[src/rtl/alu_multicycle_ctrl.sv]
// ALU control and execution unit: decodes ALUOp/funct, runs single-cycle ops
// directly and MULTU/DIVU as WIDTH-step iterations into HI/LO, with valid/ready on both sides.
module alu_multicycle_ctrl #(
  parameter int unsigned WIDTH = 32
) (
  input  logic             clk,
  input  logic             rst_n,
  input  logic             in_valid,
  output logic             in_ready,
  input  logic [2:0]       alu_op,
  input  logic [5:0]       func,
  input  logic [WIDTH-1:0] a,
  input  logic [WIDTH-1:0] b,
  output logic             out_valid,
  input  logic             out_ready,
  output logic [WIDTH-1:0] result,
  output logic             zero,
  output logic             err,
  output logic             busy
);

  localparam int unsigned CNTW = $clog2(WIDTH) + 1;

  typedef enum logic [1:0] {IDLE, MUL, DIV, DONE} state_t;
  typedef enum logic [3:0] {
    OP_ADD, OP_SUB, OP_AND, OP_OR, OP_NOR, OP_SLT,
    OP_MULTU, OP_DIVU, OP_MFHI, OP_MFLO, OP_ILL
  } op_t;

  state_t           state, state_nxt;
  op_t              op;
  logic [WIDTH-1:0] hi, lo;
  logic [WIDTH-1:0] opnd;          // multiplicand (MUL) or divisor (DIV)
  logic [WIDTH-1:0] w_hi, w_lo;    // partial product / remainder : multiplier / quotient
  logic [CNTW-1:0]  cnt;
  logic             accept;
  logic [WIDTH-1:0] sc_result;
  logic             sc_err;
  logic [WIDTH:0]   mul_sum;
  logic [WIDTH:0]   div_shift;
  logic             div_ge;
  logic [WIDTH-1:0] it_hi, it_lo;

  always_comb begin
    op = OP_ILL;
    case (alu_op)
      3'b000: begin
        case (func)
          6'b100000: op = OP_ADD;
          6'b100010: op = OP_SUB;
          6'b100100: op = OP_AND;
          6'b100101: op = OP_OR;
          6'b100111: op = OP_NOR;
          6'b101010: op = OP_SLT;
          6'b011001: op = OP_MULTU;
          6'b011011: op = OP_DIVU;
          6'b010000: op = OP_MFHI;
          6'b010010: op = OP_MFLO;
          default:   op = OP_ILL;
        endcase
      end
      3'b001:  op = OP_ADD;
      3'b010:  op = OP_SUB;
      3'b011:  op = OP_OR;
      default: op = OP_ILL;
    endcase
  end

  assign in_ready = (state == IDLE) && (!out_valid || out_ready);
  assign accept   = in_valid && in_ready;
  assign busy     = (state == MUL) || (state == DIV);
  assign zero     = (result == '0);

  always_comb begin
    sc_result = '0;
    sc_err    = 1'b0;
    case (op)
      OP_ADD:  sc_result = a + b;
      OP_SUB:  sc_result = a - b;
      OP_AND:  sc_result = a & b;
      OP_OR:   sc_result = a | b;
      OP_NOR:  sc_result = ~(a | b);
      OP_SLT:  sc_result = {{(WIDTH-1){1'b0}}, ($signed(a) < $signed(b))};
      OP_MFHI: sc_result = hi;
      OP_MFLO: sc_result = lo;
      OP_ILL:  sc_err    = 1'b1;
      default: sc_result = '0;
    endcase
  end

  // One iteration step: shift-add multiply or restoring divide on {w_hi,w_lo}.
  // The subtraction is done in WIDTH bits since a successful remainder is always < divisor.
  always_comb begin
    mul_sum   = {1'b0, w_hi} + (w_lo[0] ? {1'b0, opnd} : '0);
    div_shift = {w_hi, w_lo[WIDTH-1]};
    div_ge    = (div_shift >= {1'b0, opnd});
    if (state == DIV) begin
      it_hi = div_ge ? (div_shift[WIDTH-1:0] - opnd) : div_shift[WIDTH-1:0];
      it_lo = {w_lo[WIDTH-2:0], div_ge};
    end else begin
      it_hi = mul_sum[WIDTH:1];
      it_lo = {mul_sum[0], w_lo[WIDTH-1:1]};
    end
  end

  always_comb begin
    state_nxt = state;
    case (state)
      IDLE: begin
        if (accept && op == OP_MULTU)             state_nxt = MUL;
        else if (accept && op == OP_DIVU && b != '0) state_nxt = DIV;
      end
      MUL, DIV: if (cnt == '0) state_nxt = DONE;
      DONE:     if (out_ready) state_nxt = IDLE;
      default:  state_nxt = IDLE;
    endcase
  end

  always_ff @(posedge clk or negedge rst_n) begin
    if (!rst_n) state <= IDLE;
    else        state <= state_nxt;
  end

  always_ff @(posedge clk or negedge rst_n) begin
    if (!rst_n) begin
      result    <= '0;
      hi        <= '0;
      lo        <= '0;
      opnd      <= '0;
      w_hi      <= '0;
      w_lo      <= '0;
      cnt       <= '0;
      out_valid <= 1'b0;
      err       <= 1'b0;
    end else begin
      case (state)
        IDLE: begin
          if (accept) begin
            if (op == OP_MULTU) begin
              opnd      <= a;
              w_hi      <= '0;
              w_lo      <= b;
              cnt       <= CNTW'(WIDTH - 1);
              out_valid <= 1'b0;
            end else if (op == OP_DIVU && b != '0) begin
              opnd      <= b;
              w_hi      <= '0;
              w_lo      <= a;
              cnt       <= CNTW'(WIDTH - 1);
              out_valid <= 1'b0;
            end else if (op == OP_DIVU) begin
              hi        <= a;
              lo        <= '1;
              result    <= '1;
              err       <= 1'b1;
              out_valid <= 1'b1;
            end else begin
              result    <= sc_result;
              err       <= sc_err;
              out_valid <= 1'b1;
            end
          end else if (out_ready) begin
            out_valid <= 1'b0;
          end
        end
        MUL, DIV: begin
          w_hi <= it_hi;
          w_lo <= it_lo;
          cnt  <= cnt - 1'b1;
          if (cnt == '0) begin
            hi        <= it_hi;
            lo        <= it_lo;
            result    <= it_lo;
            err       <= 1'b0;
            out_valid <= 1'b1;
          end
        end
        DONE: if (out_ready) out_valid <= 1'b0;
        default: out_valid <= 1'b0;
      endcase
    end
  end

endmodule

[config.mk]
export PLATFORM = sky130hd
export DESIGN_NAME = alu_multicycle_ctrl
export DESIGN_NICKNAME = d
export VERILOG_FILES = /design/src/rtl/alu_multicycle_ctrl.sv
export SDC_FILE = /design/constraint.sdc
export NUM_CORES = 1
export LEC_CHECK = 0
export BUFFER_PORTS_ARGS = -buffer_cell sky130_fd_sc_hd__buf_2
export CORE_MARGIN = 2
export CORE_UTILIZATION = 29
export CTS_CLUSTER_SIZE = 25
export DETAILED_ROUTE_END_ITERATION = 10
export PLACE_DENSITY_LB_ADDON = 0.2
export SYNTH_ARGS = -nofsm -noshare
export SYNTH_HDL_FRONTEND = slang
export SYNTH_SLANG_ARGS = --single-unit
[constraint.sdc]
create_clock -name clk -period 4.6 [get_ports clk]
set_clock_uncertainty 0.15 [all_clocks]
set_input_delay 0.23 -clock clk [delete_from_list [all_inputs] [get_ports clk]]
set_output_delay 0.23 -clock clk [all_outputs]
set_load 0.02 [all_outputs]
==> summary.txt <==
Outcome
  – Outcome: complete, but fails checks
  – Violated checks: DRC

Logic synthesis
  – Top FF cell, synth: dfrtp_1
  – Most frequent cell after synthesis: a21oi_1
  – Ys Warns: 0
  – Cell count after synthesis: 2549
  – Sequential area share after synthesis: 0.262
  – Distinct cell type count after synthesis: 94
  – FF+latch count, synth: between 200 and 250
  – FFs w/ async S/R, synth: 1.00
  – Mapped cell area: just under 0.02 sq mm
  – EDFF count, synth: 0
  – Dominant cells by area after synthesis: dfrtp_1 (26%), ha_1 (11%), a21oi_1 (7.6%)
  – Synth top area share: 0.262
  – Area leader, netlist: dfrtp_1
  – Synth cell count leaders: a21oi_1 (295), nor2_1 (274), nand2_1 (255)
  – Mean post-synth cell area: between 7 and 8 sq um
  – Post-Synthesis Net Count: between 2000 and 3000

Floorplan
  – Num rows: 94
  – IO Pins: around 110
  – Die area: ~0.07 sq mm
  – Height of the die: between 200 and 300 microns
  – Core area: about 0.066 sq mm
  – Die width: approximately 260 microns
  – Initial core utilization: 0.293

Timing
  – Post-route worst setup slack: 0.306 ns
  – RSZ-0062 raised after global routing: no
  – Fin crit share: 0.933
  – Final setup viols: 0
  – Final Hold Fails: 0
  – Worst slew pin tran: around 1.1 ns
  – Slew Viols, Final: 0
  – Fmax: between 200 and 250 MHz
  – Worst rel slew slack: 0.285
  – Setup total negative slack: 0 ns
  – Min cycle time layout: 4.29 ns
  – Worst hold slack: ~0.025 ns

CTS
  – H-Tree Depth: 1
  – TritonCTS clock tree: yes
  – Post-CTS Repair Setup Buffers: 0
  – Sink Count: approximately 200
  – CTS Buffer Depth: 3
  – Clock root cell: clkbuf_16
  – Insertion delay to the later sink of the worst-skew pair: about 0.57 ns
  – TritonCTS Buffers: 26
  – Clock transition at the registers of the reported paths: about 0.06 ns

Cells and area
  – Non-Filler Instances: between 3000 and 4000
  – Share of cells above drive strength 1: 0.0958
  – Nets: about 2900
  – Area delta synth->final: 15.0%
  – Post-route cell area: 0.0222 sq mm

Setup path
  – CP top delay family: compound AO/OA/AOI/OAI gates
  – Largest stage delay on the critical path: approximately 0.65 ns
  – R2r startpoint: w_lo[0]$_DFFE_PN0P_
  – Worst R2R Setup Slack: 0.31 ns
  – Crit path kind: reg2reg
  – CP Capture Type: flop
  – Most used cell along the critical path: a21oi_1
  – Crit-path cells: buf_4 > and2_1 > ha_1 > a21oi_1 > o21bai_1 > a2111oi_0 > o211ai_1 > o21ba_2 > a21oi_1 > and4b_1 > a21oi_1 > nand2_1 > a22o_1
  – CP Data Arrival Time: ~4.6 ns
  – CP Launch Type: flop
  – R2R depth: 13
  – CP Max Fanout: 23
  – Buf+Inv Stages, Crit Path: 1
  – CP max-delay cell: a2111oi_0
  – Worst endpoint required time: between 4 and 5 ns
  – Worst R2R End: hi[31]$_DFFE_PN0P_

Run
  – Max-cap viol count: 0

Power and ir drop
  – Maximum vdd ir drop: about 0.24 mV
  – Clock share of power: 0.476
  – Power per Cell Area: roughly 220 mW/mm^2
  – Combinational share of power: 0.161
  – Internal: 3.53 mW
  – Seq pwr share: 0.363
  – Leakage: approximately 9.9 nW
  – Net Switching: between 1 and 1.5 mW
  – Switch share: 0.294

Drt
  – Routed vias: around 20000
  – DRC errors left: 2
  – Drt pass-1 iters: 11
  – Initial drt markers: 2146
  – WL/cell: 22.7 microns
  – Post-route antenna net violation count: 0
  – Drt via density: roughly 5.7
  – Final WL: between 70000 and 80000 microns

Worst hold path
  – Worst min path class: in2reg
  – Worst hold path cell count: 3
  – Hold Startpoint: b[13]
  – WHS Endpoint: opnd[13]$_DFFE_PN0P_

Place
  – Post-DP HPWL: between 50000 and 60000 microns
  – I/O Buffers: 113
  – Place WS: slightly below 0.4 ns
  – Placed Cells: 3407
  – Placed Area: around 0.021 sq mm
  – GP Congestion: between 0.9 and 1

Global route
  – Grt ovf: 0
  – Global-route wire length before repair: around 120000 microns
  – Initial antenna violation count: 0
  – Largest net degree at the start of global routing: 107
  – GRT Util Overall: 0.227
  – Vias in the first global route: 19000
-- registers in the layout (all words and copies together), names as in the netlist --
signal,cells
result,32
w_lo,32
opnd,32
state,2
w_hi,32
lo,32
err,1
hi,32
out_valid,1
cnt,6
-- worst register-to-register path, delay by kind of cell, from the launching register on --
family | cells | cell delay [ns]
fa+ha+maj | 1 | 0.31
flops | 1 | 0.61
compound gates | 8 | 2.23
simple gates | 3 | 0.52
buf+inv | 1 | 0.36
-- kinds of logic after synthesis --
| kind of cell | count (synthesis) | share of synthesized area |
|---|---|---|
| mux | 53 | 0.0277 |
| fa+ha+maj | 173 | 0.114 |
| buf+inv | 326 | 0.0689 |
| xor+xnor | 50 | 0.0227 |
| flops | 202 | 0.262 |
| simple gates | 814 | 0.193 |
| compound gates | 931 | 0.312 |
-- placed cells by master, fill, tap and decap left out, types with 44 or more instances in the layout --
| cell | Yosys | routed |
|---|---|---|
| o211ai_1 | 54 | 54 |
| o21ai_1 | 72 | 70 |
| buf_2 | 38 | 112 |
| dlygate4sd3_1 | 0 | 50 |
| a21o_1 | 50 | 49 |
| nand2_1 | 255 | 255 |
| nor3_1 | 48 | 48 |
| a31oi_1 | 44 | 44 |
| and2_1 | 45 | 44 |
| ha_1 | 169 | 167 |
| a21oi_1 | 295 | 294 |
| inv_1 | 158 | 158 |
| o21ai_0 | 128 | 128 |
| nor2_1 | 274 | 273 |
| mux2i_1 | 49 | 49 |
| dfrtp_1 | 202 | 202 |
-- power by group through the flow --
stage	Combinational (mW)	Clock [mW]	Sequential, mW
global placement	0.750	0	1.85
CTS	0.789	2.43	1.81
floorplan	0.448	0	1.85
finish	0.803	2.38	1.81
detailed placement	0.751	0	1.85
global route	0.876	2.49	1.82
-- worst max-delay path by stage --
stage | startpoint | to | slack (ns) | depth (start not counted)
after CTS | w_lo[0]$_DFFE_PN0P_ | hi[31]$_DFFE_PN0P_ | 0.33 | 13
after floorplan | w_lo[0]$_DFFE_PN0P_ | hi[20]$_DFFE_PN0P_ | 1.30 | 14
after detailed placement | w_lo[0]$_DFFE_PN0P_ | hi[31]$_DFFE_PN0P_ | 0.39 | 13
after global placement | w_lo[0]$_DFFE_PN0P_ | hi[31]$_DFFE_PN0P_ | 0.44 | 13
final | w_lo[0]$_DFFE_PN0P_ | hi[31]$_DFFE_PN0P_ | 0.31 | 13
after global routing | w_lo[0]$_DFFE_PN0P_ | hi[31]$_DFFE_PN0P_ | 0.09 | 13
-- area by class of cell --
cell class,count,area [sq um]
sequential,202,5050
antenna,1,2.50
timing repair buffer,210,1490
clock inverter,14,211
fill,6912,43600
tap,864,1080
multi-input combinational,2021,13000
clock buffer,34,772
inverter,160,601
-- metrics by stage --
step | utilization | power [mW]
after floorplan | - | 2.30
after global placement | 0.315 | 2.60
after detailed placement | 0.315 | 2.60
after CTS | 0.338 | 5.03
after global routing | 0.338 | 5.19
final | 0.338 | 4.99
-- repair_timing --
| item | 4_1_cts | 5_1_grt |
|---|---|---|
| resized for setup | 0 | 0 |
| hold buffers | 50 | 0 |
| setup endpoints to repair | 0 | 0 |
| hold endpoints to repair | 159 | 0 |
-- layer usage --
layer	vias to the layer above	share of wire	GRT usage
met5	-	0	0
met4	0	0.024	0.0592
met3	95	0.070	0.0262
met2	834	0.45	0.363
met1	9625	0.46	0.324
li1	9398	-	-
(Power assumes the default switching activity.)
